[config.mk]
export PLATFORM = sky130hd
export DESIGN_NAME = wb_regfile
export DESIGN_NICKNAME = d
export VERILOG_FILES = /design/src/rtl/wb_regfile.sv
export SDC_FILE = /design/constraint.sdc
export NUM_CORES = 2
export LEC_CHECK = 0
export ABC_CLOCK_PERIOD_IN_PS = 39100
export CAP_MARGIN = 20
export CORE_MARGIN = 8
export CORE_UTILIZATION = 25
export DETAILED_ROUTE_END_ITERATION = 8
export SYNTH_ARGS = -nofsm -noshare
export SYNTH_HDL_FRONTEND = slang
export SYNTH_HIERARCHICAL = 1
export SYNTH_SLANG_ARGS = --single-unit
[constraint.sdc]
create_clock -name clk -period 39.1 [get_ports clk]
set_input_delay 7.82 -clock clk [delete_from_list [all_inputs] [get_ports clk]]
set_output_delay 7.82 -clock clk [all_outputs]
set_load 0.005 [all_outputs]
[src/rtl/wb_regfile.sv]
// wb_regfile -- writeback stage and architectural register file.
//
// Selects the writeback value from the MEM/WB bundle, commits it into a
// 2**ADDR_W entry register file (r0 hardwired to zero), serves two
// combinational decode read ports and counts committed writes.
//
// Ports:
//   clk, rst         rising-edge clock, asynchronous active-high reset
//   WB_W[1:0]        {RegWrite, MemtoReg}
//   ReadData_W       load data
//   ALUOut_W         ALU result
//   WriteReg_W       destination index
//   RA1_D / RA2_D    read indices (rs / rt)
//   RD1_D / RD2_D    read data
//   Result_W         selected writeback value (to forwarding unit)
//   WriteCount       committed register writes, wraps modulo 2**CNT_W
//
// Build option: define WB_REGFILE_BYPASS_EN to forward Result_W onto a read
// port that addresses the register being committed in the same cycle.
// Without it, reads return the stored (pre-write) value during that cycle.

module wb_rf_rdport #(
  parameter int DATA_W = 32,
  parameter int ADDR_W = 5
) (
  input  logic                                   rst,
  input  logic [(2**ADDR_W)-1:0][DATA_W-1:0]     regs,
  input  logic [ADDR_W-1:0]                      ra,
  input  logic                                   byp_hit,
  input  logic [DATA_W-1:0]                      byp_data,
  output logic [DATA_W-1:0]                      rd
);
  // r0 reads zero even if a bypass would match; reset forces zero too.
  always_comb begin
    rd = regs[ra];
    if (rst || ra == '0) rd = '0;
    else if (byp_hit)    rd = byp_data;
  end
endmodule

module wb_regfile #(
  parameter int DATA_W = 32,
  parameter int ADDR_W = 5,
  parameter int CNT_W  = 32
) (
  input  logic              clk,
  input  logic              rst,
  input  logic [1:0]        WB_W,
  input  logic [DATA_W-1:0] ReadData_W,
  input  logic [DATA_W-1:0] ALUOut_W,
  input  logic [ADDR_W-1:0] WriteReg_W,
  input  logic [ADDR_W-1:0] RA1_D,
  input  logic [ADDR_W-1:0] RA2_D,
  output logic [DATA_W-1:0] RD1_D,
  output logic [DATA_W-1:0] RD2_D,
  output logic [DATA_W-1:0] Result_W,
  output logic [CNT_W-1:0]  WriteCount
);
  localparam int DEPTH   = 2**ADDR_W;
  localparam int NUM_RDP = 2;

  logic                             reg_write;
  logic                             mem_to_reg;
  logic                             rel_hold;
  logic                             commit;
  logic [DEPTH-1:0][DATA_W-1:0]     regs;
  logic [NUM_RDP-1:0][ADDR_W-1:0]   ra;
  logic [NUM_RDP-1:0][DATA_W-1:0]   rd;
  logic [NUM_RDP-1:0]               byp_hit;

  assign reg_write = WB_W[1];
  assign mem_to_reg = WB_W[0];
  assign Result_W  = mem_to_reg ? ReadData_W : ALUOut_W;

  // rel_hold stays set through the first edge after reset drops, so a write
  // presented on the release edge is ignored and commits start one edge later.
  always_ff @(posedge clk or posedge rst)
    if (rst) rel_hold <= 1'b1;
    else     rel_hold <= 1'b0;

  assign commit = reg_write && (WriteReg_W != '0) && !rst && !rel_hold;

  // regs[0] is never a commit target, so it stays at its reset value of zero.
  always_ff @(posedge clk or posedge rst)
    if (rst)         regs <= '0;
    else if (commit) regs[WriteReg_W] <= Result_W;

  always_ff @(posedge clk or posedge rst)
    if (rst)         WriteCount <= '0;
    else if (commit) WriteCount <= WriteCount + CNT_W'(1);

  assign ra = {RA2_D, RA1_D};

  for (genvar p = 0; p < NUM_RDP; p++) begin : g_rdp
`ifdef WB_REGFILE_BYPASS_EN
    assign byp_hit[p] = commit && (ra[p] == WriteReg_W);
`else
    assign byp_hit[p] = 1'b0;
`endif
    wb_rf_rdport #(.DATA_W(DATA_W), .ADDR_W(ADDR_W)) u_rdp (
      .rst      (rst),
      .regs     (regs),
      .ra       (ra[p]),
      .byp_hit  (byp_hit[p]),
      .byp_data (Result_W),
      .rd       (rd[p])
    );
  end

  assign RD1_D = rd[0];
  assign RD2_D = rd[1];
endmodule

==> flow_summary.toml <==
[clock_network]
clkTransAtPathRegs_ps = 60
postCtsSetupBuffers = 0
cts_resized = 0
hold_buffers = 0
cts_tree = "yes"
numCtsBuffers = 101
clock_path_buffers = 3
htreeDepth = 3
cts_root_buffer = "clkbuf_16"
clk_latency_ps = 730
cts_sinks = 1056

[sta]
tns_ps = 0
fin_crit_sh = 0.521
skew_ps = 24.4
worst_pin_slew_ps = 1200
min_period_ps = 20370
hold_ws_ps = 398
drv_slew = 0
worst_slack_ps = 18730
fmax_ghz = 0.0491
grt_setup_unrepaired = "false"
worst_slew_margin_rel = 0.197
setup_viol = 0
hold_viol_final = 0

[floorplanning]
start_util = 0.251
die-height_um = 493
dieArea_um2 = 243000
die_w_um = 493
num_rows = 175
ios = 211
core_region_area_um2 = 227000

[power_and_ir_drop]
p_int_mw = 1.95
p_sw_mw = 0.742
power.total_mw = 2.70
p_sw_frac = 0.275
pwr-share-seq = 0.470
pwr-share-comb = 0.153
clockPowerShare = 0.377
worst_ir_drop_vdd_mv = 0.0346
leakage_nw = 28.6
pwr_density_cell_nw_per_um2 = 41.3

[critical_path]
crit_path_end_kind = "primary output"
worstPathRequired_ps = 31280
path_cells = "buf_8, buf_4, buf_4, buf_4, mux4_2, mux2i_1, nor2_1, a221oi_1, nand3_1, clkdlybuf4s50_1"
cpMostUsedCell = "buf_4"
reg2reg_setup_slack_ps = 35780
reg2regPathDepth = 5
crit_path_top_delay_cell = "buf_4"
r2r-end = "regs[701]"
worst_setup_path_start_kind = "primary input"
reg2reg_from = "rel_hold"
worstSetupPathType = "in2out"
cp-startpoint = "RA2_D[0]"
worstPathArrival_ps = 12550
cp_max_fo = 60
cpPeakStageDelay_ps = 760

[detailed_routing]
routed.top_layer = "met4"
wl_met1_mm = 83.7
met3_length_mm = 18.3
route.met2.wl_mm = 95.2
dr.pass1.iters = 5
vias = 40800
ant_nets = 0
wl_per_cell_um = 27.0
drc_errors = 0
totalWireLength_mm = 206
routed_via_density = 5.34
drt-initial-drc-count = 4355

[worst_hold_path]
hp-class = "reg2reg"
hold_depth = 0
holdCritStartpoint = "regs[5]"
hold_end = "regs[5]"

[placed_design]
numPortBuffers = 210
dp_cells = 7454
placed_area_um2 = 61900
pre_cts_ws_ps = 18580
dpl.hpwl_mm = 117
place_congestion = 0.809

[cells_and_area]
post-route-util = 0.288
finalInstanceArea_um2 = 65300
drive_gt1_frac = 0.306
multi_input_area_um2 = 28400
final-seq-area_um2 = 26400
syn2layout_area_growth_pct = 14.8
fillers = 23200
nets = 4637
fin_cells = 7644

[grt]
grtUsageTotal = 0.165
antenna_found_initial = 14
grt_pass1_wl_mm = 300
grt_max_degree = 121
grt_pass1_vias = 41400
grt_overflow_total = 0

[yosys]
syn_area_per_cell_um2 = 12.4
syn_inst = 4574
syn_area_um2 = 56900
ys_warn_count = 6

[outcome]
status = "complete, no violations"

[job]
drv_cap = 0
-- metal layers --
metal,vias to the layer above,track usage
met5,-,0
met4,0,0.0631
met3,456,0.0402
met2,1937,0.263
met1,21600,0.218
li1,16900,-
-- layout by cell type, fill, tap and decap left out, drive strengths merged, types with 9 or more instances in the layout --
cell type	n
and3	39
clkbuf	139
mux2	675
xnor2	29
mux2i	284
nand4	65
clkdlybuf4s50	201
o22ai	36
a21oi	165
conb	11
nor3	9
nor2	244
nand3	133
nand2	423
mux4	412
clkinv	32
or3	26
o21ai	270
inv	48
dfrtp	1055
a22oi	14
buf	146
a221oi	100
-- worst max-delay path, delay by kind of cell --
kind            cells  cell delay [ps]
simple gates        2              330
buf+inv             5             3190
compound gates      1              250
mux                 2              760
-- worst max-delay path by stage --
stage                                to  slack [ps]  cells after the start
final                         RD2_D[15]       18730                     10
after global routing          RD2_D[15]       18310                     10
after CTS                      RD2_D[6]       18580                     10
after detailed placement       RD2_D[6]       18580                     10
after global placement         RD2_D[6]       18570                     10
after floorplan           WriteCount[0]        1560                      1
-- power by group through the flow --
stage               sequential, mW  clock, mW  combinational, mW
global route                  1.28       1.08              0.446
detailed placement            1.28          0              0.412
CTS                           1.26       1.03              0.413
floorplan                     1.26          0              0.290
global placement              1.27          0              0.404
finish                        1.27       1.02              0.413
-- flip-flops by register name, summed over array words and instances (netlist names) --
name,cells
rel_hold,1
WriteCount,32
regs,1023
-- layout make-up --
type / instances / share of cell area
clock buffer: 137 / 0.0441
inverter: 46 / 0.00276
tap: 3009 / 0.0577
antenna: 3 / 0.000115
timing repair buffer: 349 / 0.0493
sequential: 1056 / 0.405
multi-input combinational: 2999 / 0.435
clock inverter: 45 / 0.00669
No activity file was read; power rests on OpenSTA's default activity.
